### src/rtl/seq_tx_pkg.sv
// -----------------------------------------------------------------------------
// seq_tx_pkg
// Shared constants for the sequence-detector family: the transmitter FSM state
// encoding and the default widths used by the serializer and the detectors.
// No ports (package).
// -----------------------------------------------------------------------------
package seq_tx_pkg;

   // Transmitter FSM state encoding (kept as plain constants so older
   // detector blocks can compare against them directly).
   localparam logic [1:0] ST_IDLE  = 2'b00;
   localparam logic [1:0] ST_SHIFT = 2'b01;
   localparam logic [1:0] ST_GAP   = 2'b10;
   localparam logic [1:0] ST_DONE  = 2'b11;

   // Default parameter values shared with the detector blocks.
   localparam int SEQ_PAT_W = 4;
   localparam int SEQ_CNT_W = 8;
   localparam int SEQ_GAP_W = 4;

endpackage

### src/rtl/seq_tx_down_counter.sv
// -----------------------------------------------------------------------------
// seq_tx_down_counter
// Loadable down-counter with a zero flag. Load has priority over decrement.
// Callers never decrement at zero, so no saturation logic is needed.
// Ports:
//   clk         rising-edge clock
//   reset_n     asynchronous active-low reset (count cleared to 0)
//   i_load      load i_load_val on the next edge
//   i_load_val  value to load
//   i_dec       decrement by one on the next edge (ignored when i_load=1)
//   o_zero      high while the registered count is 0
// -----------------------------------------------------------------------------
module seq_tx_down_counter #(
   parameter int W = 4
) (
   input  logic         clk,
   input  logic         reset_n,
   input  logic         i_load,
   input  logic [W-1:0] i_load_val,
   input  logic         i_dec,
   output logic         o_zero
);

   logic [W-1:0] r_count;

   // NOTE: state is updated with non-blocking assignments so every register
   // samples pre-edge values regardless of process evaluation order.
   always_ff @(posedge clk or negedge reset_n) begin
      if (!reset_n)    r_count <= '0;
      else if (i_load) r_count <= i_load_val;
      else if (i_dec)  r_count <= r_count - W'(1);
   end

   assign o_zero = (r_count == '0);

endmodule

### src/rtl/sequence_tx_serializer.sv
// -----------------------------------------------------------------------------
// sequence_tx_serializer
// Latches a PAT_W-bit pattern on an accepted start and shifts it out MSB-first,
// repeat_cnt+1 times, with `gap` idle cycles between repetitions. A one-cycle
// `done` pulse marks the last busy cycle; `abort` cancels without `done`.
// Ports:
//   clk, reset_n   clock, asynchronous active-low reset
//   start          transfer request (sampled only in IDLE)
//   abort          synchronous cancel (honoured outside IDLE)
//   pattern        bits to send, MSB first
//   repeat_cnt     extra repetitions
//   gap            idle cycles between repetitions
//   dout           serial data bit
//   dout_valid     dout carries a pattern bit
//   busy           transfer in progress
//   done           one-cycle completion pulse
// All outputs are registers.
// -----------------------------------------------------------------------------
module sequence_tx_serializer
   import seq_tx_pkg::*;
#(
   parameter int PAT_W = SEQ_PAT_W,
   parameter int CNT_W = SEQ_CNT_W,
   parameter int GAP_W = SEQ_GAP_W
) (
   input  logic             clk,
   input  logic             reset_n,
   input  logic             start,
   input  logic             abort,
   input  logic [PAT_W-1:0] pattern,
   input  logic [CNT_W-1:0] repeat_cnt,
   input  logic [GAP_W-1:0] gap,
   output logic             dout,
   output logic             dout_valid,
   output logic             busy,
   output logic             done
);

   localparam int               IDX_W   = $clog2(PAT_W);
   localparam logic [IDX_W-1:0] IDX_TOP = IDX_W'(PAT_W - 1);

   logic [1:0]       r_state;
   logic [1:0]       w_state_next;
   logic             r_armed;       // start accepted last edge; SHIFT begins next edge
   logic [PAT_W-1:0] r_pat;
   logic [PAT_W-1:0] r_shift;       // MSB is the bit on dout; zero outside SHIFT
   logic [PAT_W-1:0] w_shift_next;
   logic [GAP_W-1:0] r_gap;
   logic             r_dout_valid;
   logic             r_busy;
   logic             r_done;

   logic w_accept;
   logic w_idx_reload;
   logic w_idx_dec;
   logic w_rep_dec;
   logic w_gap_load;
   logic w_gap_dec;
   logic w_idx_zero;
   logic w_rep_zero;
   logic w_gap_zero;

   seq_tx_down_counter #(.W(IDX_W)) u_idx_cnt (
      .clk        (clk),
      .reset_n    (reset_n),
      .i_load     (w_accept | w_idx_reload),
      .i_load_val (IDX_TOP),
      .i_dec      (w_idx_dec),
      .o_zero     (w_idx_zero)
   );

   seq_tx_down_counter #(.W(CNT_W)) u_rep_cnt (
      .clk        (clk),
      .reset_n    (reset_n),
      .i_load     (w_accept),
      .i_load_val (repeat_cnt),
      .i_dec      (w_rep_dec),
      .o_zero     (w_rep_zero)
   );

   // Loaded with gap-1 so the zero flag rises on the last gap cycle.
   seq_tx_down_counter #(.W(GAP_W)) u_gap_cnt (
      .clk        (clk),
      .reset_n    (reset_n),
      .i_load     (w_gap_load),
      .i_load_val (r_gap - GAP_W'(1)),
      .i_dec      (w_gap_dec),
      .o_zero     (w_gap_zero)
   );

   // NOTE: every signal written here gets a default first, so no path leaves
   // it unassigned and no latch is inferred.
   always_comb begin
      w_state_next = r_state;
      w_accept     = 1'b0;
      w_idx_reload = 1'b0;
      w_idx_dec    = 1'b0;
      w_rep_dec    = 1'b0;
      w_gap_load   = 1'b0;
      w_gap_dec    = 1'b0;
      case (r_state)
         ST_IDLE: begin
            // The armed cycle holds off a second start until SHIFT is entered.
            if (r_armed)    w_state_next = ST_SHIFT;
            else if (start) w_accept     = 1'b1;
         end
         ST_SHIFT: begin
            if (abort)            w_state_next = ST_IDLE;
            else if (!w_idx_zero) w_idx_dec    = 1'b1;
            else if (w_rep_zero)  w_state_next = ST_DONE;
            else begin
               w_rep_dec = 1'b1;
               if (r_gap != '0) begin
                  w_state_next = ST_GAP;
                  w_gap_load   = 1'b1;
               end else begin
                  w_idx_reload = 1'b1;
               end
            end
         end
         ST_GAP: begin
            if (abort)            w_state_next = ST_IDLE;
            else if (!w_gap_zero) w_gap_dec    = 1'b1;
            else begin
               w_state_next = ST_SHIFT;
               w_idx_reload = 1'b1;
            end
         end
         default: w_state_next = ST_IDLE;   // ST_DONE: one cycle, abort or not
      endcase
   end

   // Entering SHIFT without a decrement means a new repetition starts.
   always_comb begin
      w_shift_next = '0;
      if (w_state_next == ST_SHIFT) begin
         if (w_idx_dec) w_shift_next = {r_shift[PAT_W-2:0], 1'b0};
         else           w_shift_next = r_pat;
      end
   end

   // Outputs are registered from the next state so they line up with r_state.
   always_ff @(posedge clk or negedge reset_n) begin
      if (!reset_n) begin
         r_state      <= ST_IDLE;
         r_armed      <= 1'b0;
         r_pat        <= '0;
         r_gap        <= '0;
         r_shift      <= '0;
         r_dout_valid <= 1'b0;
         r_busy       <= 1'b0;
         r_done       <= 1'b0;
      end else begin
         r_state      <= w_state_next;
         r_armed      <= w_accept;
         r_shift      <= w_shift_next;
         r_dout_valid <= (w_state_next == ST_SHIFT);
         r_busy       <= (w_state_next != ST_IDLE);
         r_done       <= (w_state_next == ST_DONE);
         if (w_accept) begin
            r_pat <= pattern;
            r_gap <= gap;
         end
      end
   end

   assign dout       = r_shift[PAT_W-1];
   assign dout_valid = r_dout_valid;
   assign busy       = r_busy;
   assign done       = r_done;

endmodule

### config.mk
export PLATFORM = sky130hd
export DESIGN_NAME = sequence_tx_serializer
export DESIGN_NICKNAME = d
export VERILOG_FILES = /design/src/rtl/seq_tx_pkg.sv /design/src/rtl/seq_tx_down_counter.sv /design/src/rtl/sequence_tx_serializer.sv
export SDC_FILE = /design/constraint.sdc
export NUM_CORES = 1
export LEC_CHECK = 0
export CORE_MARGIN = 3
export CORE_UTILIZATION = 40
export DETAILED_ROUTE_END_ITERATION = 6
export PLACE_DENSITY = 0.65
export SETUP_SLACK_MARGIN = 0.2
export SLEW_MARGIN = 20
export SYNTH_ARGS = -nofsm -noshare
export SYNTH_HDL_FRONTEND = slang
export SYNTH_SLANG_ARGS = --single-unit
### constraint.sdc
create_clock -name clk -period 2.7 [get_ports clk]
set_clock_uncertainty 0.2 [all_clocks]
set_input_delay 0.54 -clock clk [delete_from_list [all_inputs] [get_ports clk]]
set_output_delay 0.54 -clock clk [all_outputs]
set_load 0.1 [all_outputs]
==> out/results.tsv <==
metric	value	unit
dpl.hpwl	2802	um
ys_warn_count	0	
grt_overflow_total	0	
syn_inst	176	
switching_share	40.82	%
cp.required	2.66	ns
synth_seq_cells	32	
coreArea	0.004086	mm2
final_common_cell	nand2_1	
fin_crit	2.348	ns
grtUsageTotal	16.38	%
power.density	1060	mW/mm2
max_stage_delay	0.41	ns
htreeDepth	2	
p_leak	1.017	nW
setup-violations-final	0	
cp-end-kind	register	
placed_cell_area	0.002077	mm2
start_util	42.59	%
post-route-drc-count	0	
vdd_ir_drop_max	0.4214	mV
slew_headroom	53.58	%
antenna_found_initial	0	
mostFrequentLayoutCells	nand2_1, dfrtp_1, clkdlybuf4s50_1, buf_4, inv_1	
detail-route-antenna-nets	0	
n_antenna_cell	0	
path_buf_inv	3	
drt_first_pass_iters	4	
grt_pass1_wl	6568	um
design_area	0.002200	mm2
clk_latency	0.28	ns
final_util	53.83	%
start_kind	register	
maxCapViolations	0	
synthDistinctLibCells	46	
path_clk_slew	0.07	ns
wl	3931	um
total_power	2.331	mW
clk_path_buf_depth	2	
post-route-period-util	86.95	%
dieArea	0.005178	mm2
crit_path_max_fanout	4	
slew_violations	0	
synth.avg_cell_area	9.889	um2
worstMarginPinSlew	0.6909	ns
p_comb_share	43.6	%
holdWs	0.2940	ns
slowest_stage	dfrtp_1	
vias	1425	
status	complete, no violations	
placedCellCount	254	
routed_via_density	5.418	
fin_tns_setup	0	ns
fill_cells	371	
die_w	71.96	um
drt_iter0_drc	91	
dp_slack	0.06820	ns
drive_above_1_share	17.84	%
final-hold-violation-count	0	
critPathArrivalTime	2.31	ns
p_int	1.380	mW
p_seq_share	37.2	%
wire_per_inst	14.95	um
cts_tree	yes	
netSwitchingPower	951.6	uW
numPortBuffers	23	
grt_max_degree	33	
netlist_area	0.001740	mm2
layoutNonFillerInstCount	263	
globalplace.congestion	0.9339	
p_clk_share	19.1	%
fmax	0.4260	GHz
min_path_type	reg2reg	
fin_ws	0.3523	ns
crit_type	reg2reg	
path_cells	inv_1 -> ha_1 -> nor3b_1 -> buf_4 -> a21oi_4 -> buf_4 -> a22oi_1 -> ha_1 -> nand3_1 -> xor2_1 -> mux2i_1	
synth_nets	203	
placementRows	23	
syn_to_final_growth	26.38	%
cp_top_family	buffers and inverters	
rsz0062_at_grt	false	
design.portCount	24	
grt_pass1_vias	1393	
numCtsBuffers	5	
ys_seq_area_share	46.01	%
root_buffer	clkbuf_8	
clkSinkCount	32	
nets	239	
fp.dieH	71.96	um
## per-layer routing
layer	share of wire (%)	GRT usage, %	vias up
li1	-	-	696
met1	46	21.56	677
met2	48	26.22	48
met3	5.6	4.709	4
met4	0.79	5.010	0
met5	0	0	-
## repair_timing
action | in CTS | in global routing
hold buffers | 0 | 0
setup buffers | 0 | 1
resized for setup | 0 | 1
setup endpoints to repair | 0 | 1
## layout make-up
type	count	area, um2	area share, %
clock buffer	6	72.57	3.299
sequential	32	800.8	36.40
tap	50	62.56	2.844
timing repair buffer	34	302.8	13.77
inverter	11	41.29	1.877
multi-input combinational	128	884.6	40.22
clock inverter	2	35.03	1.593
## path summary, 6_finish.rpt
path                                       from                    to  slack (ns)  cells past startpoint
setup reg to reg           u_rep_cnt.r_count[0]  u_gap_cnt.r_count[2]        0.35                     11
hold / removal                         r_pat[1]              r_pat[1]        0.29                      2
min in group asynchronous               reset_n                  busy        0.46                      2
hold reg to reg                        r_pat[1]              r_pat[1]        0.29                      2
setup / recovery           u_rep_cnt.r_count[0]  u_gap_cnt.r_count[2]        0.35                     11
max in group asynchronous               reset_n  u_rep_cnt.r_count[4]        1.54                      2
## tightest hold or removal path: stages (launching register included)
cell	delay [ns]
dfrtp_1	0.35
nand2_1	0.06
nand2_1	0.06
## sequential cells by signal, summed over array words and instances (netlist names)
register           cells
u_rep_cnt.r_count      8
r_gap                  4
r_pat                  4
r_shift                4
u_gap_cnt.r_count      4
r_state                2
u_idx_cnt.r_count      2
busy                   1
done                   1
dout_valid             1
r_armed                1
## Yosys cell counts, drive strengths merged
master / number / area share, %
inv: 11 / 2.4
o211ai: 1 / 0.43
a211o: 3 / 1.6
nand4: 3 / 1.1
or2: 1 / 0.36
clkbuf: 2 / 0.43
nand3: 5 / 1.4
nor3b: 2 / 1.2
nand3b: 3 / 1.3
o311a: 1 / 0.65
buf: 3 / 0.79
mux2: 1 / 0.65
nor2: 5 / 1.1
nor2b: 3 / 1.1
a21oi: 10 / 3.3
xnor2: 4 / 2.0
nor4: 2 / 1.6
dfrtp: 32 / 46
a31o: 3 / 1.5
ha: 7 / 5.0
o21a: 1 / 0.43
mux2i: 6 / 3.5
xor2: 2 / 1.0
a2111oi: 6 / 4.0
and3b: 2 / 1.0
o21bai: 1 / 0.43
nor3: 2 / 0.58
a22oi: 2 / 0.86
or4: 2 / 1.1
a211oi: 2 / 0.86
o21ai: 5 / 1.4
a21boi: 2 / 0.86
nand2: 35 / 7.5
a31oi: 1 / 0.36
and3: 2 / 0.72
nand2b: 2 / 0.72
a221oi: 1 / 0.86
## logic make-up after synthesis
| group | after synthesis | share of synthesized area (%) |
|---|---|---|
| flip-flops | 32 | 46.01 |
| AO/OA/AOI/OAI | 39 | 17.54 |
| XOR/XNOR | 6 | 3.019 |
| multiplexers | 7 | 4.098 |
| buffers and inverters | 16 | 3.595 |
| adder cells (fa/ha/maj) | 7 | 5.032 |
| AND/OR/NAND/NOR | 69 | 20.71 |
## power groups by stage
stage               Combinational [mW]  Clock, mW  Sequential [mW]
finish                            1.02      0.446            0.868
global route                      1.12      0.480            0.893
CTS                               1.01      0.458            0.865
detailed placement                1.01          0            0.872
global placement                 0.966          0            0.868
floorplan                        0.603          0            0.986
No activity file was read; power rests on OpenSTA's default activity.
